File: src/rtl/clk_sample_multi_pkg.sv
// clk_sample_pkg: shared constants for the multi-channel sample-clock generator.
//   - cfg_addr decode values (frequency word, phase offset, enable, reserved)
//   - channel-count and phase-width limits
//   - ch_width(): channel-select width derived from the channel count (min 1)
package clk_sample_pkg;

  localparam logic [1:0] CFG_FRE = 2'd0;
  localparam logic [1:0] CFG_OFF = 2'd1;
  localparam logic [1:0] CFG_EN  = 2'd2;
  localparam logic [1:0] CFG_RSV = 2'd3;

  localparam int CH_LIMIT     = 16;
  localparam int PHASE_W_MIN  = 4;

  // A single channel still needs a one-bit select so the port never vanishes.
  function automatic int ch_width(input int n);
    return (n > 1) ? $clog2(n) : 1;
  endfunction

endpackage

File: src/rtl/clk_sample_multi_if.sv
// clk_sample_multi_if: configuration bus and sample-clock outputs of the
// multi-channel NCO block.
//   master modport: drives cfg_we/cfg_ch/cfg_addr/cfg_wdata/cfg_commit/sync_in,
//                   observes cfg_pending/clk_sample/tick
//   slave modport : the generator itself (mirror directions)
interface clk_sample_multi_if #(
  parameter int PHASE_WIDTH = 32,
  parameter int CHANNELS    = 4
);
  import clk_sample_pkg::*;

  localparam int CH_W = ch_width(CHANNELS);

  logic                   cfg_we;
  logic [CH_W-1:0]        cfg_ch;
  logic [1:0]             cfg_addr;
  logic [PHASE_WIDTH-1:0] cfg_wdata;
  logic                   cfg_commit;
  logic                   sync_in;
  logic                   cfg_pending;
  logic [CHANNELS-1:0]    clk_sample;
  logic [CHANNELS-1:0]    tick;

  modport master (
    output cfg_we, cfg_ch, cfg_addr, cfg_wdata, cfg_commit, sync_in,
    input  cfg_pending, clk_sample, tick
  );

  modport slave (
    input  cfg_we, cfg_ch, cfg_addr, cfg_wdata, cfg_commit, sync_in,
    output cfg_pending, clk_sample, tick
  );

endinterface

File: src/rtl/clk_sample_multi_nco_channel.sv
// nco_channel: one numerically controlled oscillator channel.
//   clk_in/rst_n : clock, asynchronous active-low reset
//   we/addr/wdata: shadow write (already qualified for this channel)
//   commit       : load active registers from shadows (same-cycle write included)
//   sync         : force accumulator to zero, suppress the wrap tick
//   clk_sample   : registered MSB of (acc + offset), one cycle behind acc
//   tick         : registered carry out of the accumulator, coincident with wrapped acc
module nco_channel
  import clk_sample_pkg::*;
#(
  parameter int PHASE_WIDTH = 32
) (
  input  logic                   clk_in,
  input  logic                   rst_n,
  input  logic                   we,
  input  logic [1:0]             addr,
  input  logic [PHASE_WIDTH-1:0] wdata,
  input  logic                   commit,
  input  logic                   sync,
  output logic                   clk_sample,
  output logic                   tick
);

  logic [PHASE_WIDTH-1:0] fre_sh_r;
  logic [PHASE_WIDTH-1:0] off_sh_r;
  logic                   en_sh_r;
  logic [PHASE_WIDTH-1:0] fre_act_r;
  logic [PHASE_WIDTH-1:0] off_act_r;
  logic                   en_act_r;
  logic [PHASE_WIDTH-1:0] acc_r;
  logic                   clk_sample_r;
  logic                   tick_r;

  logic [PHASE_WIDTH-1:0] fre_nxt_s;
  logic [PHASE_WIDTH-1:0] off_nxt_s;
  logic                   en_nxt_s;
  logic [PHASE_WIDTH:0]   sum_s;
  logic [PHASE_WIDTH-1:0] phase_s;

  // Next shadow values; also the commit source so a coincident write is bypassed.
  always_comb begin
    fre_nxt_s = fre_sh_r;
    off_nxt_s = off_sh_r;
    en_nxt_s  = en_sh_r;
    if (we) begin
      case (addr)
        CFG_FRE: fre_nxt_s = wdata;
        CFG_OFF: off_nxt_s = wdata;
        CFG_EN:  en_nxt_s  = wdata[0];
        default: en_nxt_s  = en_sh_r;
      endcase
    end else begin
      en_nxt_s = en_sh_r;
    end
  end

  // Accumulator sum with carry (wrap) and offset phase.
  always_comb begin
    sum_s   = {1'b0, acc_r} + {1'b0, fre_act_r};
    phase_s = acc_r + off_act_r;
  end

  // Shadow register bank.
  always_ff @(posedge clk_in or negedge rst_n) begin
    if (!rst_n) begin
      fre_sh_r <= {PHASE_WIDTH{1'b0}};
      off_sh_r <= {PHASE_WIDTH{1'b0}};
      en_sh_r  <= 1'b0;
    end else begin
      fre_sh_r <= fre_nxt_s;
      off_sh_r <= off_nxt_s;
      en_sh_r  <= en_nxt_s;
    end
  end

  // Active register bank, loaded only on commit.
  always_ff @(posedge clk_in or negedge rst_n) begin
    if (!rst_n) begin
      fre_act_r <= {PHASE_WIDTH{1'b0}};
      off_act_r <= {PHASE_WIDTH{1'b0}};
      en_act_r  <= 1'b0;
    end else if (commit) begin
      fre_act_r <= fre_nxt_s;
      off_act_r <= off_nxt_s;
      en_act_r  <= en_nxt_s;
    end else begin
      fre_act_r <= fre_act_r;
      off_act_r <= off_act_r;
      en_act_r  <= en_act_r;
    end
  end

  // Accumulator and wrap tick; sync wins over accumulation and hides the wrap.
  always_ff @(posedge clk_in or negedge rst_n) begin
    if (!rst_n) begin
      acc_r  <= {PHASE_WIDTH{1'b0}};
      tick_r <= 1'b0;
    end else if (sync) begin
      acc_r  <= {PHASE_WIDTH{1'b0}};
      tick_r <= 1'b0;
    end else if (en_act_r) begin
      acc_r  <= sum_s[PHASE_WIDTH-1:0];
      tick_r <= sum_s[PHASE_WIDTH];
    end else begin
      acc_r  <= acc_r;
      tick_r <= 1'b0;
    end
  end

  // Sample clock register from the offset phase MSB.
  always_ff @(posedge clk_in or negedge rst_n) begin
    if (!rst_n) begin
      clk_sample_r <= 1'b0;
    end else begin
      clk_sample_r <= phase_s[PHASE_WIDTH-1];
    end
  end

  assign clk_sample = clk_sample_r;
  assign tick       = tick_r;

endmodule

File: src/rtl/clk_sample_multi.sv
// clk_sample_multi: multi-channel phase-accumulator sample-clock generator.
//   clk_in : sole clock, rising edge
//   RST_n  : asynchronous active-low reset
//   bus    : clk_sample_multi_if.slave -- config writes/commit/sync in,
//            cfg_pending, clk_sample[CHANNELS], tick[CHANNELS] out
// The top decodes writes to one channel, tracks cfg_pending and broadcasts
// commit/sync so every channel changes at the same edge.
module clk_sample_multi
  import clk_sample_pkg::*;
#(
  parameter int PHASE_WIDTH = 32,
  parameter int CHANNELS    = 4
) (
  input logic                 clk_in,
  input logic                 RST_n,
  clk_sample_multi_if.slave   bus
);

  localparam int CH_W = ch_width(CHANNELS);

  logic                addr_ok_s;
  logic                ch_ok_s;
  logic                wr_valid_s;
  logic [CHANNELS-1:0] clk_sample_s;
  logic [CHANNELS-1:0] tick_s;
  logic                cfg_pending_r;

  // A write is valid only for a real register of an existing channel.
  always_comb begin
    addr_ok_s  = (bus.cfg_addr != CFG_RSV);
    ch_ok_s    = ({1'b0, bus.cfg_ch} < (CH_W + 1)'(CHANNELS));
    wr_valid_s = bus.cfg_we & addr_ok_s & ch_ok_s;
  end

  // Pending flag: commit always clears, even with a coincident write.
  always_ff @(posedge clk_in or negedge RST_n) begin
    if (!RST_n) begin
      cfg_pending_r <= 1'b0;
    end else if (bus.cfg_commit) begin
      cfg_pending_r <= 1'b0;
    end else if (wr_valid_s) begin
      cfg_pending_r <= 1'b1;
    end else begin
      cfg_pending_r <= cfg_pending_r;
    end
  end

  for (genvar i = 0; i < CHANNELS; i++) begin : g_ch
    nco_channel #(
      .PHASE_WIDTH (PHASE_WIDTH)
    ) u_nco (
      .clk_in     (clk_in),
      .rst_n      (RST_n),
      .we         (wr_valid_s && (bus.cfg_ch == CH_W'(i))),
      .addr       (bus.cfg_addr),
      .wdata      (bus.cfg_wdata),
      .commit     (bus.cfg_commit),
      .sync       (bus.sync_in),
      .clk_sample (clk_sample_s[i]),
      .tick       (tick_s[i])
    );
  end

  assign bus.cfg_pending = cfg_pending_r;
  assign bus.clk_sample  = clk_sample_s;
  assign bus.tick        = tick_s;

endmodule

File: src/flat_wrapper.sv
// flat-port wrapper written by rule: the top's interface ports become plain ports
module clk_sample_multi_flat import clk_sample_pkg::*;
#(
  parameter int PHASE_WIDTH = 32,
  parameter int CHANNELS    = 4
)
  (clk_in, RST_n, bus_cfg_we, bus_cfg_ch, bus_cfg_addr, bus_cfg_wdata, bus_cfg_commit, bus_sync_in, bus_cfg_pending, bus_clk_sample, bus_tick);
  clk_sample_multi_if #(.PHASE_WIDTH(PHASE_WIDTH), .CHANNELS(CHANNELS)) bus_i ();
  input logic clk_in;
  input logic RST_n;
  input wire logic [$bits(bus_i.cfg_we)-1:0] bus_cfg_we;
  input wire logic [$bits(bus_i.cfg_ch)-1:0] bus_cfg_ch;
  input wire logic [$bits(bus_i.cfg_addr)-1:0] bus_cfg_addr;
  input wire logic [$bits(bus_i.cfg_wdata)-1:0] bus_cfg_wdata;
  input wire logic [$bits(bus_i.cfg_commit)-1:0] bus_cfg_commit;
  input wire logic [$bits(bus_i.sync_in)-1:0] bus_sync_in;
  output wire logic [$bits(bus_i.cfg_pending)-1:0] bus_cfg_pending;
  output wire logic [$bits(bus_i.clk_sample)-1:0] bus_clk_sample;
  output wire logic [$bits(bus_i.tick)-1:0] bus_tick;
  assign bus_i.cfg_we = bus_cfg_we;
  assign bus_i.cfg_ch = bus_cfg_ch;
  assign bus_i.cfg_addr = bus_cfg_addr;
  assign bus_i.cfg_wdata = bus_cfg_wdata;
  assign bus_i.cfg_commit = bus_cfg_commit;
  assign bus_i.sync_in = bus_sync_in;
  assign bus_cfg_pending = bus_i.cfg_pending;
  assign bus_clk_sample = bus_i.clk_sample;
  assign bus_tick = bus_i.tick;
  clk_sample_multi #(.PHASE_WIDTH(PHASE_WIDTH), .CHANNELS(CHANNELS)) u_core (.clk_in(clk_in), .RST_n(RST_n), .bus(bus_i));
endmodule
File: config.mk
export PLATFORM = sky130hd
export DESIGN_NAME = clk_sample_multi_flat
export DESIGN_NICKNAME = d
export VERILOG_FILES = /design/src/rtl/clk_sample_multi_pkg.sv /design/src/rtl/clk_sample_multi_if.sv /design/src/rtl/clk_sample_multi_nco_channel.sv /design/src/rtl/clk_sample_multi.sv /design/src/flat_wrapper.sv
export SDC_FILE = /design/constraint.sdc
export NUM_CORES = 1
export LEC_CHECK = 0
export CAP_MARGIN = 20
export CORE_UTILIZATION = 33
export CTS_CLUSTER_DIAMETER = 50
export DETAILED_ROUTE_END_ITERATION = 10
export PLACE_DENSITY_LB_ADDON = 0.15
export SLEW_MARGIN = 20
export SYNTH_ARGS = -nofsm -noshare
export SYNTH_HDL_FRONTEND = slang
export SYNTH_SLANG_ARGS = --single-unit
File: constraint.sdc
create_clock -name clk_in -period 2.9 [get_ports clk_in]
set_input_delay 0.58 -clock clk_in [delete_from_list [all_inputs] [get_ports clk_in]]
set_output_delay 0.58 -clock clk_in [all_outputs]
set_load 0.02 [all_outputs]
# Word-level counts from Yosys, hierarchy flattened
# Index checks and enable logic that the tools add are counted.
# totals
reg_bits,657
input_bits,41
output_inout_bits,9
wordCells,105
# op_classes
n_addsub,8
eq_ne,6
muxes,42
bitwise,1
reduce_logical,11
# op_table
operator,n
two-way mux 32 bit,24
adder 32 x 32 -> 33 bit,4
adder 32 bit,4
two-way mux 1 bit,18
nonzero test 2 bit,5
== test 2 bit (second input constant),3
== test 2 x 1 -> 1 bit (second input constant),2
logical AND 1 bit,4
zero test 2 bit,2
inequality test 2 bit (second input constant),1
bitwise AND 1 bit,1

# Logic depth before layout (Yosys ltp)
# depth
depth_word,4
depth_mapped,12
ltp_nobuf,12

# Cells and area by module
# A second synthesis with hierarchy kept.
# unflattened
hier_cells,2896
hier_area_um2,34215.3
# by_module_without_submodules
module,instances,cells_each,area_each_um2,seq_area_each_um2
nco_channel at u_core.g_ch[1].u_nco ...,2,729,8538.2,4103.9
nco_channel at u_core.g_ch[0].u_nco,1,731,8674.6,4103.9
nco_channel at u_core.g_ch[3].u_nco,1,697,8386.8,4103.9
clk_sample_multi,1,10,77.6,25.0

# Worst setup path before layout
# Ideal clock, no wire load.
# synth_path
path_kind,register to register
from,register u_core.g_ch[2].u_nco.acc_r[2]
to,register u_core.g_ch[2].u_nco.acc_r[27]
arrival_ps,2655
t_required_ps,2774
setup_slack_ps,119
path_stages_with_launch,12
n_path_buf,1
path_cell_list,dfrtp_1 > ha_1 > o211ai_1 > o21bai_2 > o2111a_2 > nor4_2 > or3_4 > a211o_1 > and2_4 > buf_6 > o2111a_1 > a221o_1
# synth_between
elab_chain_cells,3
# synth_rtl
item,line,rtl
from (decl),clk_sample_multi_nco_channel.sv:30,logic [PHASE_WIDTH-1:0] acc_r;
from (signal assigned),clk_sample_multi_nco_channel.sv:96,acc_r <= {PHASE_WIDTH{1'b0}};
from (signal assigned),clk_sample_multi_nco_channel.sv:99,acc_r <= {PHASE_WIDTH{1'b0}};
from (signal assigned),clk_sample_multi_nco_channel.sv:102,acc_r <= sum_s[PHASE_WIDTH-1:0];
adder 32 x 32 -> 33 bit,clk_sample_multi_nco_channel.sv:59,"sum_s = {1'b0, acc_r} + {1'b0, fre_act_r};"
two-way mux 32 bit,clk_sample_multi_nco_channel.sv:101,end else if (en_act_r) begin
two-way mux 32 bit,clk_sample_multi_nco_channel.sv:98,end else if (sync) begin
# No other way between the ends. The select of a mux whose other input is x is not followed.
# A chain may end at the register's enable or synchronous reset.

# Worst setup path after layout
# layout_path
from,register u_core.g_ch[2].u_nco.acc_r[0]
to,register u_core.g_ch[2].u_nco.acc_r[24]
# The elaborated chain is that of the path after synthesis.

==> flow_summary.ini <==
[status]
status = complete, but fails checks
violations = setup timing

[layout]
stdcell_count = 4432
final_common_cell = dfrtp_1
most-common-layout-cells = dfrtp_1 (656), mux2_2 (502), ha_1 (235), nor2_1 (177), buf_4 (159)
area_growth_pct = 21.9
post-route-util = 0.407
fin_nets = 3285
drive_above_1_share = 0.315
diodes = 0
n_fill_cell = 9473

[critical_path]
crit_buf_inv = 4
cp-end-kind = flip-flop
path_delay_family = compound AO/OA/AOI/OAI gates
worst-path-stages = 15
ff2ff_path_depth = 15
cp-start-kind = flip-flop
crit_end = u_core.g_ch[2].u_nco.acc_r[24]
crit_top_cell = buf_4
crit_slowest_cell = fa_2
crit_arrival_ps = 3520
ff2ff_setup_slack_ps = -60
worst-path-max-fanout = 3
startpoint = u_core.g_ch[2].u_nco.acc_r[0]
cpPeakStageDelay_ps = 360
cp_data_required_time_ps = 3460
rr_endpoint = u_core.g_ch[2].u_nco.acc_r[24]
path_cells = ha_2 > inv_2 > fa_2 > nor2b_4 > o2111ai_4 > a21oi_4 > o311ai_2 > buf_4 > a2111oi_4 > buf_4 > o211ai_1 > buf_4 > nand2b_4 > xnor2_1 > o31ai_1
criticalPathCategory = flip-flop to flip-flop
r2r-start = u_core.g_ch[2].u_nco.acc_r[0]

[synth]
synth_compound_area_frac = 0.106
synthArstFlopShare = 1.00
synth.top_cell.area_share = 0.491
synth-simple-area-share = 0.0717
syn_nets = 3062
yosysSeqAreaShare = 0.491
yosys.area_share.adder = 0.0950
synthMuxAreaShare = 0.194
mappedNetlistArea_um2 = 33500
ys_ff_latch = 657
synth_edf_count = 0
yosysTopAreaCell = dfrtp_1
synth_area_per_cell_um2 = 12.1
yosys.area_share.xor_xnor = 0.0246
synthDistinctLibCells = 87
synth_top_family_by_area = multiplexers
syn_inst = 2769
synth_ff_type = dfrtp_1
synth_area_leaders = dfrtp_1 (49%), mux2_2 (17%), ha_1 (9.3%)
yosysWarnings = 0

[place]
routabilityCongestion = 0.856
dp.cells = 4238
pre_cts_ws_ps = -224
hpwl_mm = 59.3
io_buffers = 49

[routing]
wl_per_cell_um = 19.6
routed-via-count = 22500
first_iter_violations = 1057
drt-pass1-iter-count = 5
postRouteWirelength_mm = 86.9
vias_per_cell = 5.08
ant_nets = 0
drc_errors = 0

[grt]
grt_overflow = 0
grt_first_pass_wirelength_mm = 138
antenna_found_initial = 5
grt_usage = 0.171
grt_max_degree = 109
grt_pass1_vias = 23400

[floorplan]
die_area_um2 = 103000
num_rows = 116
fp.coreArea_um2 = 100000
die_w_um = 321
die_height_um = 321
io_pins = 50
start_util = 0.334

[power]
ir_worst_vdd_mv = 0.467
p_per_area_nw_per_um2 = 869
p_leak_nw = 19.4

[timing]
relSlewSlack = 0.325
finalCritPeriodShare = 1.02
fin_ws_ps = -64.5
max_freq_ghz = 0.337
drv_slew = 0
tightestPinTransition_ps = 1010
setup-violations-final = 3
period_minus_slack_ps = 2960
finalSetupTns_ps = -155
rsz0062_at_grt = yes
hold_viol_final = 0
fin_worst_skew_ps = 26.0
holdWs_ps = 244

[cts]
htree_levels = 3
clkTransAtPathRegs_ps = 50
numCtsBuffers = 98
root_buffer = clkbuf_16
clockBufferDepth = 3
cts_sinks = 657
clk_latency_ps = 670
cts_tree = yes

[worst_hold_path]
hold-path-cell-count = 2
hp-class = input pin to flip-flop

[flow_run]
cap_violations = 0
[repair_timing]
action                                 in CTS  in global routing
setup buffers                               5                  6
resized for setup                          31                 78
pin swaps                                  20                 41
hold buffers                                1                  0
cloned                                      0                  0
endpoints found under the hold margin      24                  0
setup endpoints to repair                  35                 56
[state kept, by name (all words and copies together) (netlist names)]
name                          count
u_core.g_ch.u_nco.fre_act_r     128
u_core.g_ch.u_nco.fre_sh_r      128
u_core.g_ch.u_nco.en_act_r        4
u_core.g_ch.u_nco.en_sh_r         4
u_core.g_ch.u_nco.off_sh_r      128
u_core.bus.cfg_pending            1
u_core.g_ch.u_nco.acc_r         128
u_core.g_ch.u_nco.off_act_r     128
u_core.g_ch.u_nco.tick            4
u_core.g_ch.u_nco.clk_sample      4
[per-layer routing]
metal	vias to the layer above	GRT usage	wire length (um)
met4	2	0.0565	2350
met3	133	0.0244	2960
met5	-	0	7
met2	342	0.265	39100
met1	11400	0.244	42400
li1	10700	-	-
[logic make-up (layout without fill, tap and decap cells)]
group	after synthesis	after routing
flops	657	657
compound gates	532	532
simple gates	496	496
xor+xnor	94	94
mux	584	584
buf+inv	154	460
fa+ha+maj	252	252
[synthesized netlist by cell type, types with 34 or more instances]
library cell  instances
xor2_1               34
dfrtp_1             657
nand2_1              92
nand3_1              42
a21o_1               99
nor2_1              178
inv_1                45
a21oi_1             147
mux2_2              503
o21ai_0              70
a211oi_1             37
xnor2_1              60
nand4_1              34
clkbuf_1             64
mux2i_1              69
ha_1                248
[cell type report]
cell class / instances / area (um^2) / area share
flip-flops and latches: 657 / 16400 / 0.403
repair buffers: 231 / 2130 / 0.0521
clock inverters: 64 / 673 / 0.0165
inverters: 46 / 173 / 0.00423
clock buffers: 119 / 2660 / 0.0652
multi-input cells: 1958 / 17100 / 0.418
well taps: 1357 / 1700 / 0.0416
[worst min-delay path by stage]
stage                                       from  slack, ps                                end
2_1_floorplan                              RST_n        280             u_core.bus.cfg_pending
3_3_place_gp    u_core.g_ch[0].u_nco.off_sh_r[2]        460   u_core.g_ch[0].u_nco.off_sh_r[2]
6_report                          bus_cfg_commit        240  u_core.g_ch[0].u_nco.fre_act_r[1]
3_5_place_dp   u_core.g_ch[0].u_nco.fre_sh_r[23]        470  u_core.g_ch[0].u_nco.fre_sh_r[23]
5_1_grt                           bus_cfg_commit        240  u_core.g_ch[0].u_nco.fre_act_r[1]
4_1_cts                           bus_cfg_commit        200  u_core.g_ch[0].u_nco.fre_act_r[1]
[metrics by stage]
stage / total power (W) / area, um^2
3_3_place_gp: 0.0230 / 36800
6_report: 0.0355 / 40800
4_1_cts: 0.0356 / 40400
5_1_grt: 0.0378 / 40800
3_5_place_dp: 0.0233 / 36800
2_1_floorplan: 0.0200 / 33500
[power by group]
| part | total [W] | switching [W] | internal (W) |
|---|---|---|---|
| registers | 0.0129 | 0.00141 | 0.0115 |
| logic | 0.0107 | 0.00544 | 0.00525 |
| clock network | 0.0119 | 0.00469 | 0.00720 |
| total | 0.0355 | 0.0115 | 0.0240 |
Power figures use the tool's default switching activity.
